`config.mk`:
```
export PLATFORM = sky130hd
export DESIGN_NAME = crypto_sha512_msched
export DESIGN_NICKNAME = d
export VERILOG_FILES = /design/src/rtl/crypto_sha512_msched_pkg.sv /design/src/rtl/crypto_sha512_msched_sigma.sv /design/src/rtl/crypto_sha512_msched.sv
export SDC_FILE = /design/constraint.sdc
export NUM_CORES = 2
export LEC_CHECK = 0
export BUFFER_PORTS_ARGS = -buffer_cell sky130_fd_sc_hd__buf_2
export CORE_MARGIN = 1
export CORE_UTILIZATION = 30
export CTS_BUF_LIST = sky130_fd_sc_hd__clkbuf_4 sky130_fd_sc_hd__clkbuf_8
export CTS_CLUSTER_SIZE = 10
export DETAILED_ROUTE_END_ITERATION = 16
export HOLD_SLACK_MARGIN = 0.08
export PLACE_DENSITY = 0.5
export SYNTH_ARGS = -nofsm -noshare
export SYNTH_HDL_FRONTEND = slang
export SYNTH_HIERARCHICAL = 1
export SYNTH_SLANG_ARGS = --single-unit
```
`constraint.sdc`:
```
create_clock -name clk_i -period 32 [get_ports clk_i]
set_input_delay 0 -clock clk_i [delete_from_list [all_inputs] [get_ports clk_i]]
set_output_delay 0 -clock clk_i [all_outputs]
set_load 0.05 [all_outputs]
```
`src/rtl/crypto_sha512_msched_pkg.sv`:
```
// -----------------------------------------------------------------------------
// crypto_sha512_msched_pkg
// Shared definitions for the SHA-512 message-schedule engine:
//   - block / schedule sizing constants
//   - engine state encoding
//   - 64-bit rotate helper used by the sigma functions
// No ports (package).
// -----------------------------------------------------------------------------
package crypto_sha512_msched_pkg;

  localparam int SHA512_BLK_WORDS = 16;
  localparam int SHA512_ROUNDS    = 80;
  localparam int SHA512_WORD_W    = 64;
  localparam int SHA512_IDX_W     = 7;

  typedef enum logic [1:0] {
    IDLE = 2'd0,
    LOAD = 2'd1,
    EMIT = 2'd2
  } sha512_msched_state_t;

  // Rotate right by a constant amount in 1..63.
  function automatic logic [63:0] ror64(input logic [63:0] x, input logic [5:0] n);
    return (x >> n) | (x << (7'd64 - {1'b0, n}));
  endfunction

endpackage

```
`src/rtl/crypto_sha512_msched_sigma.sv`:
```
// -----------------------------------------------------------------------------
// crypto_sha512_sigma
// Purely combinational SHA-512 small-sigma pair for one 64-bit operand.
// Ports:
//   x_i    in  64  operand
//   sig0_o out 64  sigma0(x) = ror(x,1)  ^ ror(x,8)  ^ (x >> 7)
//   sig1_o out 64  sigma1(x) = ror(x,19) ^ ror(x,61) ^ (x >> 6)
// -----------------------------------------------------------------------------
module crypto_sha512_sigma
  import crypto_sha512_msched_pkg::*;
(
  input  logic [63:0] x_i,
  output logic [63:0] sig0_o,
  output logic [63:0] sig1_o
);

  // Both sigma functions of the operand.
  always_comb begin
    sig0_o = ror64(x_i, 6'd1)  ^ ror64(x_i, 6'd8)  ^ (x_i >> 3'd7);
    sig1_o = ror64(x_i, 6'd19) ^ ror64(x_i, 6'd61) ^ (x_i >> 3'd6);
  end

endmodule

```
`src/rtl/crypto_sha512_msched.sv`:
```
// -----------------------------------------------------------------------------
// crypto_sha512_msched
// Sequential SHA-512 message-schedule engine. Loads one 1024-bit block as
// sixteen 64-bit words (word 0 first) and streams W[0..ROUNDS-1] using a
// 16-entry circular buffer; W[t] for t >= 16 overwrites the slot of W[t-16].
// Ports:
//   clk_i        in   1   clock, rising edge
//   rst_i        in   1   asynchronous active-high reset
//   flush_i      in   1   synchronous abort, drops the current block
//   blk_valid_i  in   1   message word offered
//   blk_ready_o  out  1   engine accepts a message word (IDLE/LOAD)
//   blk_word_i   in  64   message word
//   w_valid_o    out  1   schedule word presented (EMIT)
//   w_ready_i    in   1   consumer takes the schedule word
//   w_o          out 64   schedule word W[t]
//   w_idx_o      out  7   index t of w_o
//   w_last_o     out  1   t == ROUNDS-1
//   busy_o       out  1   state is not IDLE
// All outputs depend on registered state only.
// -----------------------------------------------------------------------------
module crypto_sha512_msched
  import crypto_sha512_msched_pkg::*;
#(
  parameter int ROUNDS = SHA512_ROUNDS
)
(
  input  logic        clk_i,
  input  logic        rst_i,
  input  logic        flush_i,
  input  logic        blk_valid_i,
  output logic        blk_ready_o,
  input  logic [63:0] blk_word_i,
  output logic        w_valid_o,
  input  logic        w_ready_i,
  output logic [63:0] w_o,
  output logic [6:0]  w_idx_o,
  output logic        w_last_o,
  output logic        busy_o
);

  localparam logic [6:0] LAST_IDX = 7'(ROUNDS - 1);

  sha512_msched_state_t r_state;
  sha512_msched_state_t w_state_nxt;
  logic [6:0]           r_t;
  logic [6:0]           w_t_nxt;
  logic [3:0]           r_load_cnt;
  logic [3:0]           w_load_cnt_nxt;
  logic [63:0]          r_buf [SHA512_BLK_WORDS];

  logic                 w_buf_we;
  logic [3:0]           w_buf_waddr;
  logic [63:0]          w_buf_wdata;

  // Circular-buffer slots holding W[t-16], W[t-15], W[t-7], W[t-2].
  logic [3:0]           w_slot_m16;
  logic [3:0]           w_slot_m15;
  logic [3:0]           w_slot_m7;
  logic [3:0]           w_slot_m2;

  logic [63:0]          w_s0_x;
  logic [63:0]          w_s1_x;
  logic [63:0]          w_s0;
  logic [63:0]          w_s1;
  logic [63:0]          w_s0_path_sig1_unused;
  logic [63:0]          w_s1_path_sig0_unused;
  logic [63:0]          w_sched;
  logic                 w_emit;
  logic                 w_is_last;

  assign w_slot_m16 = r_t[3:0];
  assign w_slot_m15 = r_t[3:0] + 4'd1;
  assign w_slot_m7  = r_t[3:0] + 4'd9;
  assign w_slot_m2  = r_t[3:0] + 4'd14;

  assign w_s0_x = r_buf[w_slot_m15];
  assign w_s1_x = r_buf[w_slot_m2];

  assign w_emit    = (r_state == EMIT);
  assign w_is_last = (r_t == LAST_IDX);

  // sigma0 operand path: W[t-15]
  crypto_sha512_sigma u_sigma_s0 (
    .x_i    (w_s0_x),
    .sig0_o (w_s0),
    .sig1_o (w_s0_path_sig1_unused)
  );

  // sigma1 operand path: W[t-2]
  crypto_sha512_sigma u_sigma_s1 (
    .x_i    (w_s1_x),
    .sig0_o (w_s1_path_sig0_unused),
    .sig1_o (w_s1)
  );

  // Schedule word: message word for t < 16, modulo-2^64 recurrence otherwise.
  always_comb begin
    w_sched = 64'd0;
    if (r_t < 7'd16) begin
      w_sched = r_buf[w_slot_m16];
    end else begin
      w_sched = w_s1 + r_buf[w_slot_m7] + w_s0 + r_buf[w_slot_m16];
    end
  end

  // Next-state, counter and buffer-write decode; flush overrides any handshake.
  always_comb begin
    w_state_nxt    = r_state;
    w_t_nxt        = r_t;
    w_load_cnt_nxt = r_load_cnt;
    w_buf_we       = 1'b0;
    w_buf_waddr    = r_load_cnt;
    w_buf_wdata    = blk_word_i;
    if (flush_i) begin
      w_state_nxt    = IDLE;
      w_t_nxt        = 7'd0;
      w_load_cnt_nxt = 4'd0;
    end else begin
      case (r_state)
        IDLE: begin
          if (blk_valid_i) begin
            w_buf_we       = 1'b1;
            w_buf_waddr    = 4'd0;
            w_load_cnt_nxt = 4'd1;
            w_state_nxt    = LOAD;
          end else begin
            w_state_nxt    = IDLE;
          end
        end
        LOAD: begin
          if (blk_valid_i) begin
            w_buf_we    = 1'b1;
            w_buf_waddr = r_load_cnt;
            if (r_load_cnt == 4'd15) begin
              w_load_cnt_nxt = 4'd0;
              w_t_nxt        = 7'd0;
              w_state_nxt    = EMIT;
            end else begin
              w_load_cnt_nxt = r_load_cnt + 4'd1;
            end
          end else begin
            w_state_nxt = LOAD;
          end
        end
        EMIT: begin
          if (w_ready_i) begin
            // Only computed words replace their W[t-16] slot; the first
            // sixteen are already the buffer contents.
            if (r_t >= 7'd16) begin
              w_buf_we    = 1'b1;
              w_buf_waddr = w_slot_m16;
              w_buf_wdata = w_sched;
            end else begin
              w_buf_we    = 1'b0;
            end
            if (w_is_last) begin
              w_state_nxt = IDLE;
              w_t_nxt     = 7'd0;
            end else begin
              w_t_nxt     = r_t + 7'd1;
            end
          end else begin
            w_state_nxt = EMIT;
          end
        end
        default: begin
          w_state_nxt    = IDLE;
          w_t_nxt        = 7'd0;
          w_load_cnt_nxt = 4'd0;
        end
      endcase
    end
  end

  // State, counters and circular buffer.
  always_ff @(posedge clk_i or posedge rst_i) begin
    if (rst_i) begin
      r_state    <= IDLE;
      r_t        <= 7'd0;
      r_load_cnt <= 4'd0;
      for (int i = 0; i < SHA512_BLK_WORDS; i++) begin
        r_buf[i] <= 64'd0;
      end
    end else begin
      r_state    <= w_state_nxt;
      r_t        <= w_t_nxt;
      r_load_cnt <= w_load_cnt_nxt;
      if (w_buf_we) begin
        r_buf[w_buf_waddr] <= w_buf_wdata;
      end
    end
  end

  // Outputs decoded from registered state; w_o reads zero outside EMIT.
  always_comb begin
    blk_ready_o = 1'b1;
    w_valid_o   = 1'b0;
    w_last_o    = 1'b0;
    busy_o      = 1'b0;
    w_o         = 64'd0;
    w_idx_o     = r_t;
    case (r_state)
      IDLE: begin
        blk_ready_o = 1'b1;
        busy_o      = 1'b0;
      end
      LOAD: begin
        blk_ready_o = 1'b1;
        busy_o      = 1'b1;
      end
      EMIT: begin
        blk_ready_o = 1'b0;
        busy_o      = 1'b1;
        w_valid_o   = w_emit;
        w_last_o    = w_is_last;
        w_o         = w_sched;
      end
      default: begin
        blk_ready_o = 1'b1;
        busy_o      = 1'b0;
      end
    endcase
  end

endmodule
```
==> results_dict.tcl <==
set metrics [dict create \
    cts_made_buffers 187 \
    fin_tns_setup_ns 0 \
    fp.dieH_um 501 \
    cpMostUsedCell "buf_4" \
    grt_max_degree 176 \
    p_per_area_nw_per_um2 101 \
    path_depth 25 \
    grt_overflow_total 0 \
    grt_pass1_vias 54100 \
    cts_resized 0 \
    startpoint_type "flop" \
    root_buffer "clkbuf_8" \
    row_count 182 \
    grt_pass1_wl_mm 400 \
    worst_pin_slew_ns 1.34 \
    dieArea_um2 251000 \
    routedWlPerCell_um 28.8 \
    grt_util_all_layers_pct 22.0 \
    fin_crit_sh_pct 39.9 \
    drtIter0Drc 6172 \
    ios 144 \
    wirelength_mm 277 \
    netlist_area_um2 74600 \
    insertion_delay_ns 0.98 \
    leakagePower_nw 34.3 \
    cts.sinks 1037 \
    maxCapViolations 0 \
    hold_ws_ns 0.145 \
    ir_drop_v 0.000122 \
    drive_above_1_share_pct 30.2 \
    path_max_fanout 54 \
    dp_hpwl_mm 183 \
    ff2ff_path_depth 23 \
    clk_pin_slew_ns 0.06 \
    synth_warnings 6 \
    cts_tree "done" \
    setup_viol 0 \
    core-area_um2 247000 \
    slowest_stage "dfrtp_4" \
    antenna_found_initial 5 \
    cp.arrival_ns 12.77 \
    crit_buf_inv 8 \
    antenna_left 0 \
    dieWidth_um 501 \
    cp_top_family "compound AO/OA/AOI/OAI gates" \
    port_buffers 143 \
    required_ns 32.00 \
    via_per_inst 5.78 \
    max-slew-margin-rel_pct 8.37 \
    drt_first_pass_iters 6 \
    hold_depth 5 \
    status "complete, no violations" \
    crit_type "reg -> out" \
    hold_class "in -> reg" \
    area_growth_pct 11.5 \
    hold_viol 0 \
    skew_ns 0.0764 \
    clock_path_buffers 3 \
    maxSlewViolCount 0 \
    slowest_delay_ns 1.01 \
    vias 55700 \
    cp-end-kind "primary output" \
    htree_levels 4 \
    period_minus_slack_ns 12.77 \
    avgSynthCellArea_um2 11.9 \
    timing.fmax_ghz 0.0783 \
    initial_core_util_pct 30.3 \
    synthesis.nets 6513 \
    synth_cells 6246 \
    gp_congestion 0.941 \
    fillers 24400 \
    layout.nets 6412 \
    drc 0 \
    rsz0062_at_grt "false" \
]
-- stage by stage --
| step | instances | cell area [um2] | util (%) | setup slack (ns) | total power [W] |
|---|---|---|---|---|---|
| after floorplan | 6246 | 74600 | - | 2.81 | 0.00517 |
| after global placement | 9176 | 78000 | 31.6 | 20.33 | 0.00684 |
| after detailed placement | 9176 | 78000 | 31.6 | 20.27 | 0.00685 |
| after CTS | 9615 | 83200 | 33.7 | 19.20 | 0.00834 |
| after global routing | 9620 | 83200 | 33.7 | 18.69 | 0.00894 |
| final | 9623 | 83200 | 33.7 | 19.23 | 0.00842 |
-- state kept, by name (all words and copies together), names as in the netlist --
| name | flops |
|---|---|
| r_buf | 1024 |
| w_idx_o | 7 |
| r_load_cnt | 4 |
| r_state | 2 |
-- layout make-up --
| type | instances | area, um2 | area share (%) |
|---|---|---|---|
| diodes | 8 | 20.0 | 0.0241 |
| clock buffers | 302 | 3850 | 4.63 |
| clock inverters | 45 | 404 | 0.486 |
| inverters | 396 | 1510 | 1.81 |
| multi-input cells | 4151 | 44500 | 53.5 |
| flip-flops and latches | 1037 | 26000 | 31.2 |
| well taps | 3312 | 4140 | 4.98 |
| repair buffers | 372 | 2790 | 3.35 |
-- layer usage --
| layer | vias up | global-route usage [%] | routed length (um) | part of all wire, % |
|---|---|---|---|---|
| met2 | 2874 | 34.0 | 127000 | 46 |
| met5 | - | 0 | 11 | 0.0040 |
| met4 | 2 | 7.55 | 10200 | 3.7 |
| li1 | 22800 | - | - | - |
| met3 | 480 | 4.70 | 23600 | 8.5 |
| met1 | 29500 | 30.4 | 116000 | 42 |
-- worst reg2reg max path: stages, from the launching register on --
cell       delay, ns
dfrtp_4         1.01
inv_1           0.28
ha_4            0.84
buf_4           0.80
buf_4           0.84
buf_4           0.82
mux4_2          0.71
mux4_2          0.55
xor3_1          0.41
inv_1           0.06
fa_1            0.49
fa_1            0.50
inv_1           0.05
ha_1            0.36
a21o_1          0.14
a21oi_1         0.07
a21oi_1         0.50
o2111ai_1       0.27
a311oi_1        0.94
o211ai_1        0.39
nand2_1         0.42
o311ai_0        0.21
nor2_1          0.82
o21ai_0         0.24
-- power breakdown --
group / internal, W / switching, W / leakage, nW
registers: 0.00144 / 0.000136 / 14.1
clock network: 0.000803 / 0.000634 / 2.27
logic: 0.00188 / 0.00352 / 17.9
-- final timing paths --
check	start	endpoint	slack [ns]
min reg2reg	r_buf[235]$_DFFE_PP0P_	r_buf[235]$_DFFE_PP0P_	0.52
max	w_idx_o[1]$_DFFE_PP0P_	w_o[63]	19.23
min	blk_word_i[44]	r_buf[300]$_DFFE_PP0P_	0.14
min in group asynchronous	rst_i	r_buf[387]$_DFFE_PP0P_	0.41
max reg2reg	w_idx_o[1]$_DFFE_PP0P_	r_buf[638]$_DFFE_PP0P_	20.11
max in group asynchronous	rst_i	r_buf[677]$_DFFE_PP0P_	27.81
-- cells in the final DEF, fill, tap and decap left out, types with 115 or more instances in the layout --
cell	count
a21oi_1	713
buf_2	143
buf_4	127
clkbuf_8	253
dfrtp_1	1034
fa_1	126
inv_1	392
mux2_2	170
mux4_2	1024
nand2_1	466
nor2_1	664
o21ai_0	343
xor3_1	115
-- what timing repair did --
item	CTS	global route
setup buffers	0	0
hold endpoints to repair	1217	0
hold buffers	92	0
(Power assumes the default switching activity.)
